File: src/rtl/sb_rx_oversample_fifo_if.sv
// Read-side handshake of the sideband receiver: show-ahead head word with valid/ready.
// The receiver drives the master side, the downstream decoder takes the slave side.
interface sb_rx_oversample_fifo_if #(
  parameter int PACKET_W = 64
);
  logic                rd_valid_o;
  logic [PACKET_W-1:0] rd_data_o;
  logic                rd_ready_i;

  modport master (output rd_valid_o, output rd_data_o, input rd_ready_i);
  modport slave  (input rd_valid_o, input rd_data_o, output rd_ready_i);
endinterface

File: src/rtl/sb_rx_oversample_fifo.sv
// Sideband receiver: oversamples the forwarded clock/data pins, deserialises LSB first on each
// falling serial-clock edge, and buffers finished packets in a show-ahead FIFO.
module sb_rx_oversample_fifo #(
  parameter int NUM_LANES    = 1,
  parameter int PACKET_W     = 64,
  parameter int DEPTH        = 4,
  parameter int SYNC_STAGES  = 2,
  parameter int IDLE_TIMEOUT = 64
) (
  input  logic                     clk_800MHz,
  input  logic                     reset_n,
  input  logic                     enable_i,
  input  logic                     clkPin_i,
  input  logic [NUM_LANES-1:0]     dataPin_i,
  input  logic                     clear_err_i,
  sb_rx_oversample_fifo_if.master  rd_if,
  output logic [$clog2(DEPTH):0]   level_o,
  output logic                     overflow_o,
  output logic                     framing_err_o
);

  localparam int BEATS  = PACKET_W / NUM_LANES;
  localparam int BEAT_W = (BEATS > 1) ? $clog2(BEATS) : 1;
  localparam int ADDR_W = $clog2(DEPTH);
  localparam int PTR_W  = ADDR_W + 1;
  localparam int IDLE_W = (IDLE_TIMEOUT > 0) ? $clog2(IDLE_TIMEOUT + 1) : 1;
  localparam logic [BEAT_W-1:0] LAST_BEAT = BEAT_W'(BEATS - 1);

  logic [SYNC_STAGES-1:0]                clk_sync_q, clk_sync_d;
  logic [SYNC_STAGES-1:0][NUM_LANES-1:0] data_sync_q, data_sync_d;
  logic                                  clk_prev_q, clk_prev_d;
  logic [PACKET_W-1:0]                   shift_q, shift_d;
  logic [BEAT_W-1:0]                     beat_q, beat_d;
  logic [IDLE_W-1:0]                     idle_q, idle_d;
  logic [PTR_W-1:0]                      wr_ptr_q, wr_ptr_d;
  logic [PTR_W-1:0]                      rd_ptr_q, rd_ptr_d;
  logic                                  overflow_q, overflow_d;
  logic                                  framing_q, framing_d;

  logic [PACKET_W-1:0] mem [DEPTH];

  logic                          clk_s;
  logic [NUM_LANES-1:0]          data_s;
  logic                          edge_det;
  logic [PACKET_W+NUM_LANES-1:0] shift_cat;
  logic [PACKET_W-1:0]           shift_nxt;
  logic                          push, pop, wr_en, drop, framing_set;
  logic [PTR_W-1:0]              level;
  logic                          full, rd_valid;

  assign clk_s     = clk_sync_q[SYNC_STAGES-1];
  assign data_s    = data_sync_q[SYNC_STAGES-1];
  assign edge_det  = clk_prev_q & ~clk_s;
  // The word being pushed on the last beat already contains this beat's data.
  assign shift_cat = {data_s, shift_q};
  assign shift_nxt = shift_cat[PACKET_W+NUM_LANES-1:NUM_LANES];

  assign level    = wr_ptr_q - rd_ptr_q;
  assign full     = (level == PTR_W'(DEPTH));
  assign rd_valid = (level != '0);
  assign pop      = rd_valid & rd_if.rd_ready_i;
  assign wr_en    = push & (~full | pop);
  assign drop     = push & full & ~pop;

  assign rd_if.rd_valid_o = rd_valid;
  assign rd_if.rd_data_o  = rd_valid ? mem[rd_ptr_q[ADDR_W-1:0]] : '0;
  assign level_o          = level;
  assign overflow_o       = overflow_q;
  assign framing_err_o    = framing_q;

  always_comb begin
    // NOTE: every combinational output gets a default first, so no path leaves it unassigned
    // and no latch is inferred; combinational logic uses blocking '=' only.
    clk_sync_d  = {clk_sync_q[SYNC_STAGES-2:0], clkPin_i};
    data_sync_d = {data_sync_q[SYNC_STAGES-2:0], dataPin_i};
    clk_prev_d  = clk_s;
    shift_d     = shift_q;
    beat_d      = beat_q;
    idle_d      = idle_q;
    push        = 1'b0;
    framing_set = 1'b0;

    if (!enable_i) begin
      beat_d = '0;
      idle_d = '0;
    end else if (edge_det) begin
      shift_d = shift_nxt;
      idle_d  = '0;
      if (beat_q == LAST_BEAT) begin
        beat_d = '0;
        push   = 1'b1;
      end else begin
        beat_d = beat_q + BEAT_W'(1);
      end
    end else if (beat_q != '0 && IDLE_TIMEOUT != 0) begin
      // Mid-packet with no edge: abort once the idle count reaches the limit.
      if (idle_q == IDLE_W'(IDLE_TIMEOUT - 1)) begin
        beat_d      = '0;
        idle_d      = '0;
        framing_set = 1'b1;
      end else begin
        idle_d = idle_q + IDLE_W'(1);
      end
    end else begin
      idle_d = '0;
    end

    wr_ptr_d   = wr_ptr_q + PTR_W'(wr_en);
    rd_ptr_d   = rd_ptr_q + PTR_W'(pop);
    // A new error in the same cycle as a clear keeps the flag set.
    overflow_d = drop | (overflow_q & ~clear_err_i);
    framing_d  = framing_set | (framing_q & ~clear_err_i);
  end

  // NOTE: sequential state uses non-blocking '<=' so every flop samples pre-edge values.
  always_ff @(posedge clk_800MHz or negedge reset_n) begin
    if (!reset_n) begin
      clk_sync_q  <= '0;
      data_sync_q <= '0;
      clk_prev_q  <= 1'b0;
      shift_q     <= '0;
      beat_q      <= '0;
      idle_q      <= '0;
      wr_ptr_q    <= '0;
      rd_ptr_q    <= '0;
      overflow_q  <= 1'b0;
      framing_q   <= 1'b0;
    end else begin
      clk_sync_q  <= clk_sync_d;
      data_sync_q <= data_sync_d;
      clk_prev_q  <= clk_prev_d;
      shift_q     <= shift_d;
      beat_q      <= beat_d;
      idle_q      <= idle_d;
      wr_ptr_q    <= wr_ptr_d;
      rd_ptr_q    <= rd_ptr_d;
      overflow_q  <= overflow_d;
      framing_q   <= framing_d;
    end
  end

  // NOTE: the storage array has no reset; empty pointers mask its contents and rd_data_o is
  // forced to zero while nothing is valid.
  always_ff @(posedge clk_800MHz) begin
    if (wr_en) mem[wr_ptr_q[ADDR_W-1:0]] <= shift_nxt;
  end

endmodule
File: src/flat_wrapper.sv
// flat-port wrapper written by rule: the top's interface ports become plain ports
module sb_rx_oversample_fifo_flat 
#(
  parameter int NUM_LANES    = 1,
  parameter int PACKET_W     = 64,
  parameter int DEPTH        = 4,
  parameter int SYNC_STAGES  = 2,
  parameter int IDLE_TIMEOUT = 64
)
  (clk_800MHz, reset_n, enable_i, clkPin_i, dataPin_i, clear_err_i, level_o, overflow_o, framing_err_o, rd_if_rd_valid_o, rd_if_rd_data_o, rd_if_rd_ready_i);
  sb_rx_oversample_fifo_if #(.PACKET_W(PACKET_W)) rd_if_i ();
  input  logic clk_800MHz;
  input  logic reset_n;
  input  logic enable_i;
  input  logic clkPin_i;
  input  logic [NUM_LANES-1:0] dataPin_i;
  input  logic clear_err_i;
  output logic [$clog2(DEPTH):0] level_o;
  output logic overflow_o;
  output logic framing_err_o;
  output wire logic [$bits(rd_if_i.rd_valid_o)-1:0] rd_if_rd_valid_o;
  output wire logic [$bits(rd_if_i.rd_data_o)-1:0] rd_if_rd_data_o;
  input wire logic [$bits(rd_if_i.rd_ready_i)-1:0] rd_if_rd_ready_i;
  assign rd_if_rd_valid_o = rd_if_i.rd_valid_o;
  assign rd_if_rd_data_o = rd_if_i.rd_data_o;
  assign rd_if_i.rd_ready_i = rd_if_rd_ready_i;
  sb_rx_oversample_fifo #(.NUM_LANES(NUM_LANES), .PACKET_W(PACKET_W), .DEPTH(DEPTH), .SYNC_STAGES(SYNC_STAGES), .IDLE_TIMEOUT(IDLE_TIMEOUT)) u_core (.clk_800MHz(clk_800MHz), .reset_n(reset_n), .enable_i(enable_i), .clkPin_i(clkPin_i), .dataPin_i(dataPin_i), .clear_err_i(clear_err_i), .rd_if(rd_if_i), .level_o(level_o), .overflow_o(overflow_o), .framing_err_o(framing_err_o));
endmodule
File: config.mk
export PLATFORM = sky130hd
export DESIGN_NAME = sb_rx_oversample_fifo_flat
export DESIGN_NICKNAME = d
export VERILOG_FILES = /design/src/rtl/sb_rx_oversample_fifo_if.sv /design/src/rtl/sb_rx_oversample_fifo.sv /design/src/flat_wrapper.sv
export SDC_FILE = /design/constraint.sdc
export NUM_CORES = 1
export LEC_CHECK = 0
export CELL_PAD_IN_SITES_DETAIL_PLACEMENT = 0
export CELL_PAD_IN_SITES_GLOBAL_PLACEMENT = 1
export CORE_ASPECT_RATIO = 0.7
export CORE_MARGIN = 2
export CORE_UTILIZATION = 51
export DETAILED_ROUTE_END_ITERATION = 8
export PLACE_DENSITY = 0.89
export SLEW_MARGIN = 10
export SYNTH_ARGS = -nofsm -noshare
export SYNTH_HDL_FRONTEND = slang
export SYNTH_SLANG_ARGS = --single-unit
File: constraint.sdc
create_clock -name clk_800MHz -period 6.14 [get_ports clk_800MHz]
set_input_delay 1.535 -clock clk_800MHz [delete_from_list [all_inputs] [get_ports clk_800MHz]]
set_output_delay 1.535 -clock clk_800MHz [all_outputs]
set_load 0.03 [all_outputs]
==> qor.json <==
{
  "floorplan.rows": 49,
  "yosysTopAreaCell": "sky130_fd_sc_hd__edfxtp_1",
  "most_used_cells_in_the_layout_excluding_fill_and_tap_cells": "sky130_fd_sc_hd__edfxtp_1 (256), sky130_fd_sc_hd__nand2_1 (197), sky130_fd_sc_hd__dfrtp_1 (87), sky130_fd_sc_hd__clkdlybuf4s50_1 (75), sky130_fd_sc_hd__nor2b_1 (65)",
  "nNetsFinal": 883,
  "synth.cell_area_um2": 13200,
  "tritoncts.num_buffers": 31,
  "design.core.area_um2": 25600,
  "netlist_instances": 783,
  "layout.cells.most_common": "sky130_fd_sc_hd__edfxtp_1",
  "critical_path.endpoint_type": "output port",
  "clk_path_buf_depth": 3,
  "dieArea_um2": 27200,
  "slew_viol_final": 0,
  "ff2ff_setup_slack_ps": 2230,
  "regArea_um2": 9920,
  "finalSetupViolations": 0,
  "detail_route.wl_per_cell_um": 19.2,
  "yosys_warnings": 0,
  "worst_setup_path_startpoint": "u_core.rd_ptr_q[0]",
  "finClkSkew_ps": 14.6,
  "horizontal_extent_of_the_die_um": 196,
  "post-route-util_pct": 60.5,
  "hold-worst-slack_ps": 351,
  "tritoncts": "built",
  "multi_input_combinational_cell_area_um2": 3130,
  "worst_ep_arrival_time_ps": 3630,
  "syn_to_final_growth_pct": 17.1,
  "fin_total_pwr_mw": 5.81,
  "hpwl_um": 12900,
  "ctsResizeCount": 0,
  "synth_edf_count": 256,
  "final_min_period_over_clock_period_pct": 84.2,
  "crit-reg2reg-launch": "u_core.rd_ptr_q[0]",
  "drcViolationCount": 0,
  "max_clock_freq_mhz": 193,
  "largest_net_degree_at_the_start_of_global_routing": 69,
  "required_ps": 4610,
  "grt_setup_unrepaired": "no",
  "synth.yosys.seq_area_share_pct": 75.0,
  "avgSynthCellArea_um2": 16.9,
  "synth_unique_cells": 37,
  "timing_worst_setup_path_type": "reg2out",
  "clk_pin_slew_worst_paths_ps": 60,
  "cap_viol_max_count": 0,
  "mappedNetlistNets": 799,
  "routed-via-count": 6595,
  "clk-insertion-delay-late_ps": 560,
  "antenna-diode-count": 0,
  "grt.overflow.total": 0,
  "hold_depth": 0,
  "min_delay_src": "u_core.clk_sync_q[0]",
  "critical_path.reg2reg.endpoint": "u_core.mem[3][44]",
  "fillers": 1820,
  "timing.final.ws_setup_ps": 971,
  "synth.top_cell.area_share_pct": 58.2,
  "post_detailed_routing_wire_length_um": 23500,
  "boundaryPins": 77,
  "io_buffer_count": 76,
  "post_layout_min_period_ps": 5170,
  "setup_tns_final_ps": 0,
  "min-delay-path-class": "reg2reg",
  "die_height_um": 139,
  "synth_async_sr_flop_share_pct": 25.8,
  "crit_path_start_kind": "flop",
  "drt_iter0_markers": 695,
  "place_congestion": 0.694,
  "ir_worst_vdd_mv": 0.241,
  "ctsHoldBuffers": 0,
  "max_slew.worst_pin.slew_ps": 1020,
  "ys_ff_latch": 345,
  "ys_top_cells_by_area": "sky130_fd_sc_hd__edfxtp_1 (58%), sky130_fd_sc_hd__dfrtp_1 (17%), sky130_fd_sc_hd__mux4_2 (11%)",
  "clock_tree.htree_level_count": 1,
  "clock_sinks": 345,
  "route.antenna.remaining_nets": 0,
  "ratio_of_routed_vias_to_standard_cells": 5.40,
  "crit_path_end": "rd_if_rd_data_o[23]",
  "synth_top_flop_cell": "sky130_fd_sc_hd__edfxtp_1",
  "clock_root_cell": "sky130_fd_sc_hd__clkbuf_16",
  "grt_pass1_wl_um": 38100,
  "grt_antenna_before_repair": 0,
  "slew_headroom_pct": 31.7,
  "crit_fanout": 33,
  "drtPass1Iterations": 5,
  "worst_r2r_path_depth": 7,
  "dpl_worst_slack_ps": 1530,
  "number_of_global_route_vias_before_repair": 6780,
  "power.density_nw_per_um2": 375,
  "drive_gt1_share_pct": 15.7,
  "timing.final.hold_violations": 0,
  "start_util_pct": 51.7,
  "post-cts-setup-buffer-count": 0,
  "run_status": "finished clean",
  "grt_use_total_pct": 17.9,
  "leak_pwr_nw": 6.12
}
routing by layer:
metal  track usage [%]  share of wire (%)  wire (um)  vias to the layer above
met5                 0                  0          0                        -
met4              4.43                2.0        474                        0
met3              2.46                4.7       1100                       40
met2              28.6                 48      11300                      179
met1              26.6                 45      10600                     3360
li1                  -                  -          -                     3016
sequential cells by signal (all words and copies together), names as in the netlist:
signal / cells
u_core.beat_q: 6
u_core.clk_prev_q: 1
u_core.clk_sync_q: 2
u_core.data_s: 1
u_core.data_sync_d: 1
u_core.framing_err_o: 1
u_core.idle_q: 7
u_core.mem: 256
u_core.overflow_o: 1
u_core.rd_ptr_q: 3
u_core.shift_q: 63
u_core.wr_ptr_q: 3
per-stage QoR:
step | cells | instance area [um^2]
3_5_place_dp | 1165 | 14400
6_report | 1222 | 15500
3_3_place_gp | 1165 | 14400
2_1_floorplan | 783 | 13200
5_1_grt | 1222 | 15500
4_1_cts | 1222 | 15500
logic make-up (layout without fill, tap and decap cells):
logic type	after synthesis	count (layout)	share of synthesized area, %
AOI/OAI and AO/OA	16	16	0.956
and+or+nand+nor	295	295	9.98
muxes	65	65	11.0
adders and majority gates	9	9	0.909
DFF	345	345	75.0
xor gates and xnor gates	7	7	0.587
buffers and inverters	46	154	1.56
cells in the mapped netlist, types with 3 or more instances:
master and n:
sky130_fd_sc_hd__nor2_1 14, sky130_fd_sc_hd__mux4_2 64, sky130_fd_sc_hd__nor2b_1 65, sky130_fd_sc_hd__or3_1 3, sky130_fd_sc_hd__o211ai_1 3, sky130_fd_sc_hd__buf_4 6, sky130_fd_sc_hd__xor2_1 4, sky130_fd_sc_hd__nand3_1 5
sky130_fd_sc_hd__nand2_1 197, sky130_fd_sc_hd__ha_1 8, sky130_fd_sc_hd__buf_1 8, sky130_fd_sc_hd__dfrtp_1 89, sky130_fd_sc_hd__o21ai_0 4, sky130_fd_sc_hd__buf_2 9, sky130_fd_sc_hd__nand2b_1 3, sky130_fd_sc_hd__edfxtp_1 256
sky130_fd_sc_hd__inv_1 11, sky130_fd_sc_hd__clkbuf_1 12
critical path, cell delays in order (launching register included):
cell and delay (ps):
sky130_fd_sc_hd__dfrtp_4 730, sky130_fd_sc_hd__ha_1 330, sky130_fd_sc_hd__fa_1 420, sky130_fd_sc_hd__xor3_2 310, sky130_fd_sc_hd__nor3_4 150, sky130_fd_sc_hd__buf_4 390, sky130_fd_sc_hd__nor2b_1 110, sky130_fd_sc_hd__clkdlybuf4s50_1 610
final cells by class:
cell class	instances	share of cell area (%)
sequential	345	64.1
multi-input combinational	392	20.3
timing repair buffer	86	5.47
clock buffer	34	5.22
tap	331	2.68
clock inverter	23	2.00
inverter	11	0.267
where the power goes:
| group | internal (mW) | switching [mW] | leakage [nW] |
|---|---|---|---|
| clock network | 1.24 | 0.825 | 0.551 |
| logic | 0.474 | 0.648 | 1.68 |
| registers | 2.52 | 0.0905 | 3.89 |
| total | 4.24 | 1.56 | 6.12 |
worst min-delay path by stage:
stage,slack [ps],to
after global placement,340,u_core.clk_sync_q[1]
final,350,u_core.clk_sync_q[1]
after floorplan,330,u_core.clk_sync_q[1]
after global routing,360,u_core.data_s
after CTS,350,u_core.clk_sync_q[1]
after detailed placement,340,u_core.clk_sync_q[1]
Power figures use the tool's default switching activity.
